`src/rtl/uart_tx_arbiter.sv`:
```
// uart_tx_arbiter: round-robin arbiter that shares one 8N1 UART transmit line
// between NUM_REQ requesters. Contains its own baud counter and frame sequencer.
module uart_tx_arbiter #(
  parameter int NUM_REQ   = 4,
  parameter int CLK_FREQ  = 32_000_000,
  parameter int BAUD_RATE = 9600
) (
  input  logic                       clk,
  input  logic                       rst,
  input  logic [NUM_REQ-1:0]         req,
  input  logic [NUM_REQ*8-1:0]       data,
  output logic [NUM_REQ-1:0]         grant,
  output logic                       tx,
  output logic                       busy,
  output logic [$clog2(NUM_REQ)-1:0] active_id
);

  localparam int CLKS_PER_BIT = CLK_FREQ / BAUD_RATE;
  localparam int CNT_W        = $clog2(CLKS_PER_BIT);
  localparam int ID_W         = $clog2(NUM_REQ);
  // One extra bit so pointer + offset (at most 2*NUM_REQ-1) cannot overflow.
  localparam int SUM_W        = ID_W + 1;

  typedef enum logic [1:0] {
    S_IDLE,
    S_START,
    S_DATA,
    S_STOP
  } state_t;

  state_t             r_state;
  logic [CNT_W-1:0]   r_cnt;
  logic [2:0]         r_bit_idx;
  logic [7:0]         r_shift;
  logic [ID_W-1:0]    r_ptr;
  logic [ID_W-1:0]    r_active_id;
  logic [NUM_REQ-1:0] r_grant;
  logic               r_tx;
  logic               r_busy;

  logic               w_found;
  logic [ID_W-1:0]    w_winner;
  logic [SUM_W-1:0]   w_sum;
  logic [7:0]         w_byte;
  logic               w_bit_done;

  assign w_bit_done = (r_cnt == CNT_W'(CLKS_PER_BIT - 1));

  // Round-robin winner: first set req bit scanning upward from r_ptr+1, wrapping.
  always_comb begin
    // NOTE: every signal driven here gets a default first so no path leaves it
    // unassigned, which would otherwise infer a latch.
    w_found  = 1'b0;
    w_winner = '0;
    w_sum    = '0;
    for (int i = 0; i < NUM_REQ; i++) begin
      w_sum = {1'b0, r_ptr} + SUM_W'(i + 1);
      if (w_sum >= SUM_W'(NUM_REQ)) begin
        w_sum = w_sum - SUM_W'(NUM_REQ);
      end
      if (!w_found && req[w_sum[ID_W-1:0]]) begin
        w_found  = 1'b1;
        w_winner = w_sum[ID_W-1:0];
      end
    end
  end

  // Byte of the current winner, taken from its slice of the flat data bus.
  always_comb begin
    w_byte = '0;
    for (int i = 0; i < NUM_REQ; i++) begin
      if (w_winner == ID_W'(i)) begin
        w_byte = data[i*8 +: 8];
      end
    end
  end

  // Frame sequencer: arbitration in IDLE, then start, 8 data bits LSB first, stop.
  always_ff @(posedge clk) begin
    // NOTE: sequential state uses non-blocking assignments so every register
    // samples the pre-edge values, independent of statement order.
    if (rst) begin
      r_state     <= S_IDLE;
      r_cnt       <= '0;
      r_bit_idx   <= '0;
      r_shift     <= '0;
      r_ptr       <= ID_W'(NUM_REQ - 1);
      r_active_id <= '0;
      r_grant     <= '0;
      r_tx        <= 1'b1;
      r_busy      <= 1'b0;
    end else begin
      r_grant <= '0;
      case (r_state)
        S_IDLE: begin
          if (w_found) begin
            r_grant     <= NUM_REQ'(1) << w_winner;
            r_shift     <= w_byte;
            r_active_id <= w_winner;
            r_ptr       <= w_winner;
            r_busy      <= 1'b1;
            r_tx        <= 1'b0;
            r_cnt       <= '0;
            r_state     <= S_START;
          end
        end
        S_START: begin
          if (w_bit_done) begin
            r_cnt     <= '0;
            r_bit_idx <= '0;
            r_tx      <= r_shift[0];
            r_state   <= S_DATA;
          end else begin
            r_cnt <= r_cnt + CNT_W'(1);
          end
        end
        S_DATA: begin
          if (w_bit_done) begin
            r_cnt <= '0;
            if (r_bit_idx == 3'd7) begin
              r_tx    <= 1'b1;
              r_state <= S_STOP;
            end else begin
              // tx is registered, so it takes the bit that becomes shift[0].
              r_shift   <= {1'b0, r_shift[7:1]};
              r_bit_idx <= r_bit_idx + 3'd1;
              r_tx      <= r_shift[1];
            end
          end else begin
            r_cnt <= r_cnt + CNT_W'(1);
          end
        end
        S_STOP: begin
          if (w_bit_done) begin
            r_cnt   <= '0;
            r_busy  <= 1'b0;
            r_state <= S_IDLE;
          end else begin
            r_cnt <= r_cnt + CNT_W'(1);
          end
        end
        default: begin
          r_state <= S_IDLE;
        end
      endcase
    end
  end

  assign grant     = r_grant;
  assign tx        = r_tx;
  assign busy      = r_busy;
  assign active_id = r_active_id;

endmodule

```
`config.mk`:
```
export PLATFORM = sky130hd
export DESIGN_NAME = uart_tx_arbiter
export DESIGN_NICKNAME = d
export VERILOG_FILES = /design/src/rtl/uart_tx_arbiter.sv
export SDC_FILE = /design/constraint.sdc
export NUM_CORES = 1
export LEC_CHECK = 0
export ABC_AREA = 1
export CORE_MARGIN = 2
export CORE_UTILIZATION = 45
export CTS_CLUSTER_DIAMETER = 50
export DETAILED_ROUTE_END_ITERATION = 6
export PLACE_DENSITY = 0.8
export SLEW_MARGIN = 20
export SYNTH_ARGS = -nofsm -noshare
export SYNTH_HDL_FRONTEND = slang
export SYNTH_SLANG_ARGS = --single-unit
```
`constraint.sdc`:
```
create_clock -name clk -period 2.43 [get_ports clk]
set_input_delay 0.486 -clock clk [delete_from_list [all_inputs] [get_ports clk]]
set_output_delay 0.486 -clock clk [all_outputs]
set_load 0.01 [all_outputs]
```
==> results of run 1 <==
report_power, final:
| group | internal (mW) | switching (mW) |
|---|---|---|
| Clock | 0.201 | 0.203 |
| Combinational | 0.920 | 1.55 |
| Sequential | 0.705 | 0.0933 |
| Total | 1.83 | 1.85 |
Yosys cell counts, drive strengths merged:
| cell | number |
|---|---|
| or2 | 4 |
| o21a | 1 |
| dfxtp | 35 |
| nand4 | 12 |
| a31oi | 1 |
| a211oi | 5 |
| a221oi | 1 |
| nand2 | 93 |
| inv | 48 |
| clkinv | 2 |
| clkbuf | 2 |
| a21oi | 27 |
| o21bai | 2 |
| nor4 | 2 |
| nor3 | 8 |
| nand3b | 2 |
| buf | 8 |
| o21ai | 21 |
| a22oi | 4 |
| o211ai | 2 |
| nand3 | 33 |
| ha | 9 |
| nor3b | 1 |
| nor2 | 34 |
placed cells by master (no fill, tap or decap), types with 5 or more instances in the layout:
cell / netlist / routed
a21oi_1: 22 / 22
buf_4: 1 / 10
clkbuf_8: 0 / 5
clkdlybuf4s50_1: 0 / 45
dfxtp_1: 35 / 35
ha_1: 9 / 9
inv_1: 43 / 43
nand2_1: 81 / 81
nand2_2: 8 / 8
nand3_1: 29 / 29
nand4_1: 10 / 10
nor2_1: 32 / 32
nor3_1: 8 / 8
o21ai_0: 19 / 19
per-stage QoR:
stage	util, %	setup WS (ns)	hold slack (ns)	cell area, um2
floorplan	-	0.6055	0.4342	2424
global placement	57.42	0.00004285	0.4444	2952
detailed placement	57.42	-0.07927	0.4517	2952
CTS	59.01	0.2096	0.4639	3033
global route	59.01	0.01057	0.4890	3033
finish	59.01	0.2072	0.4608	3033
area by class of cell:
type	instances	area share, %
well taps	70	2.888
inverters	50	6.312
repair buffers	55	17.33
flip-flops and latches	35	23.10
multi-input cells	262	47.69
clock inverters	1	0.1650
clock buffers	7	2.517
registers in the layout, summed over array words and instances, names as in the netlist:
signal / cells
active_id: 2
r_shift: 8
busy: 1
r_bit_idx: 3
grant: 4
r_cnt: 12
r_ptr: 2
tx: 1
r_state: 2
final timing paths:
kind	cells past startpoint	slack (ns)	end	startpoint
worst max register to register	13	0.27	r_shift[5]	r_ptr[0]
worst min-delay path	2	0.46	r_bit_idx[2]	r_bit_idx[2]
worst max-delay path	13	0.21	r_shift[5]	req[2]
worst min register to register	2	0.46	r_bit_idx[2]	r_bit_idx[2]
critical path, cell delays in order:
cell and delay [ns]:
clkdlybuf4s50_1 0.50, nand2_1 0.06, nand2_1 0.11, nand2_2 0.09
nand2_4 0.10, nor2_8 0.05, nand3_1 0.15, inv_1 0.06
nor2_1 0.33, nand4_1 0.15, nand3_1 0.15, o21bai_1 0.07
a21oi_1 0.13
per-layer routing:
layer / up-vias / part of all wire [%] / global-route usage, %
met2: 50 / 47 / 32.78
met1: 1135 / 48 / 25.54
met4: 0 / 0.74 / 6.250
li1: 1287 / - / -
met5: - / 0 / 0
met3: 4 / 3.9 / 5.116
cells by family after synthesis:
group	synth area share, %
DFF	28.91
and+or+nand+nor	38.41
adders and majority gates	4.646
AOI/OAI and AO/OA	16.62
buffers and inverters	11.41
==> metrics.txt, run 1 <==
status completed; post-DR vias/cell 5.158; Avg Cell Area, Syn 6.789 um2; std cell rows 26; final setup vio count 0; RSZ-0062 raised after global routing no; Final min period 2.223 ns; critical path arrival 2.44 ns; largest net degree at the start of global routing 23; post-synthesis sequential area ratio roughly 29%; Layout fillers 515; total power 3.673 mW; register area around 700 um2; critical setup path kind input pin to flip-flop; Post-CTS Setup Bufs 0; area of the multi-input gates roughly 1400 um2; CTS tree yes; DP Cell Count 472; htree depth 2; RePlAce Congestion between 0.8 and 0.9; routed len/inst 12.06 um; Static Leakage 1.317 nW; via count 2476; Hold Path Class flip-flop to flip-flop; worst vdd ir 0.0006355 V; number of buffers created by CTS 5; post_cts resized 0; fmax 449.9 MHz; initial antenna violation count 0; Distinct cells, synth 43; post-synthesis register bit count 35; Max-cap violations 0; final worst path period share 91.47%; Synth area leaders dfxtp_1, nand2_1, inv_1, nand3_1, nor2_1; Port Buffer Count 45; non-filler cells, final 480; Mapped Nets 404; Starting Density between 40 and 50%; routed wire length 5790 um; Die Y-Extent 77.39 um; share of cells above drive strength 1 between 10 and 15%; DRC 0; Clock Skew approximately 0.0069 ns; clk_lat worst skew 0.29 ns; core area 5140 um2; Pwr Density 1211 nW/um2; global-route usage over all layers about a fifth; top cell type's share of synthesized area 28.91%; Hold Fails Final Rpt 0; DP HPWL 4418 um; fin. max-slew vios 0; CP required 2.64 ns; Reg clk slew, reported paths 0.07 ns; Crit Path Max Fanout 6; setup_tns 0 ns; warnings from Yosys 0; vias in the first global route 2319; # diodes 0; post-layout net count 456; Mapped Cells 357; die area ~6000 um2; Critical Path Start Type input pin; Routed Antenna Nets 0; area leader, netlist dfxtp_1; Root Buffer clkbuf_8; First-pass DRT Iterations 4; DIE WIDTH between 70 and 80 um; first-pass GRT wire length 9908 um; Cell Area, Synth ~2400 um2; io pins 46; maximum buffer depth of the clock tree 2; Post-CTS Hold Buffers 0; Rel. slew slack a little under two thirds; Setup crit end kind flip-flop; Clock Sinks 35; DRT iter0 DRCs 160; remaining global-route overflow 0; area grow syn2layout 25.14%; Tightest Pin Transition 0.5398 ns
(Power assumes the default switching activity.)
==> run 2, diff against run 1 <==
--- a/config.mk
+++ b/config.mk
@@ -10,7 +10,10 @@
 export CORE_UTILIZATION = 45
 export CTS_CLUSTER_DIAMETER = 50
 export DETAILED_ROUTE_END_ITERATION = 6
-export PLACE_DENSITY = 0.8
+export DONT_BUFFER_PORTS = 1
+export GPL_ROUTABILITY_DRIVEN = 0
+export HOLD_SLACK_MARGIN = 0.02
+export PLACE_DENSITY = 0.69
 export SLEW_MARGIN = 20
 export SYNTH_ARGS = -nofsm -noshare
 export SYNTH_HDL_FRONTEND = slang
==> metrics.txt, run 2 (synthesis gave the netlist of run 1 again) <==
largest net degree at the start of global routing 24; htree depth 2; First-pass DRT Iterations 4; initial antenna violation count 0; global-route usage over all layers between 10% and 20%; final setup vio count 0; final std cell area, no fill 2531 um2; DIE WIDTH 77.39 um; Layout fillers 545; Pwr Density 1355 nW/um2; Critical Path Start Type flip-flop; critical setup path kind flip-flop to flip-flop; Max-cap violations 0; DP Area 2449 um2; clk_lat worst skew 0.28 ns; Static Leakage 1.112 nW; DRT iter0 DRCs 140; Most flops, register r_cnt; vias in the first global route around 2100; RSZ-0062 raised after global routing no; core area 5140 um2; area grow syn2layout 4.440%; die area ~6000 um2; total power around 3.4 mW; first-pass GRT wire length 9494 um; Reg clk slew, reported paths 0.07 ns; final worst path period share 88.94%; Post-CTS Hold Buffers 0; Crit Path Max Fanout 18; Clock Sinks 35; P_int 1.645 mW; via count 2235; Routed Antenna Nets 0; status completed; Hold Fails Final Rpt 0; maximum buffer depth of the clock tree 2; CP required 2.60 ns; post-DR vias/cell between 5 and 6; area of the multi-input gates 1446 um2; Hold Path Class input pin to flip-flop; register area 701.9 um2; commonest cells after routing, fill and taps aside nand2_1, inv_1, dfxtp_1; Setup crit end kind flip-flop; std cell rows 26; Rel. slew slack 71.12%; Comb pwr share 63.9%; Die Y-Extent ~77 um; most common cell after layout, fill and taps aside nand2_1; Final min period 2.161 ns; io pins 46; routed wire length 5415 um; remaining global-route overflow 0; Clock Skew between 0.003 and 0.004 ns; part of the power in registers 24.5%; worst vdd ir 0.0008476 V; Largest register FFs 12; fin. max-slew vios 0; setup_tns 0 ns; Root Buffer clkbuf_8; CTS tree yes; fmax 462.7 MHz; number of buffers created by CTS 5; Tightest Pin Transition about 0.43 ns; Starting Density 47.15%; DP HPWL 4128 um; Port Buffer Count 0; DRC 0; routed len/inst 12.65 um; # diodes 0; share of cells above drive strength 1 12.85%; switching power 1.786 mW; Net Sw Frac 52.05%; post-layout net count 404; critical path arrival 2.34 ns; Clk network pwr share 11.7%
## run 2: power groups by stage
stage | Sequential (mW) | Combinational [mW] | Clock [mW]
6_report | 0.839 | 2.19 | 0.401
2_1_floorplan | 0.805 | 1.94 | 0
5_1_grt | 0.857 | 2.49 | 0.441
3_3_place_gp | 0.846 | 2.15 | 0
3_5_place_dp | 0.852 | 2.18 | 0
4_1_cts | 0.838 | 2.19 | 0.415
## run 2: through the flow
step / setup WS (ns) / hold slack [ns] / instances / util (%)
final: 0.2686 / 0.2617 / 428 / 49.25
after global routing: 0.04235 / 0.2437 / 428 / 49.25
after CTS: 0.1124 / 0.2525 / 428 / 49.22
after detailed placement: 0.1212 / 0.4498 / 420 / 47.64
after global placement: 0.2372 / 0.4418 / 420 / 47.64
after floorplan: 0.6055 / 0.4342 / 357 / -
## run 2: final timing paths
check | from | slack [ns] | endpoint | cells past startpoint
setup / recovery | r_ptr[0] | 0.27 | r_shift[0] | 12
hold / removal | rst | 0.26 | r_cnt[3] | 1
setup reg to reg | r_ptr[0] | 0.27 | r_shift[0] | 12
hold reg to reg | r_bit_idx[2] | 0.46 | r_bit_idx[2] | 2
## run 2: what timing repair did
action | in CTS | in global routing
endpoints found under the setup margin | 0 | 15
endpoints found under the hold margin | 0 | 0
gates resized for setup | 0 | 1
setup buffers | 0 | 0
## run 2: critical path, cell delays in order (launching register included)
cell and delay [ns]:
dfxtp_2 0.48, inv_4 0.10, nand2_1 0.07, nand2_1 0.09, nand2_2 0.11, nand2_4 0.08, nor2_8 0.11, nand4_2 0.24
nand3_4 0.28, nand2_1 0.13, or2_0 0.21, nand3_1 0.09, a21oi_1 0.07
## run 2: layout make-up
type,count,area share [%]
Timing Repair Buffer,3,0.8898
Sequential cell,35,27.73
Multi-Input combinational cell,262,57.14
Inverter,50,7.563
Clock buffer,7,3.015
Clock inverter,1,0.1977
Tap cell,70,3.460
## run 2: layer usage
layer	up-vias	wire (um)	GRT usage (%)
met4	0	84	6.250
met5	-	0	0
li1	1180	-	-
met2	38	2531	31.91
met3	10	249	4.767
met1	1007	2549	24.51
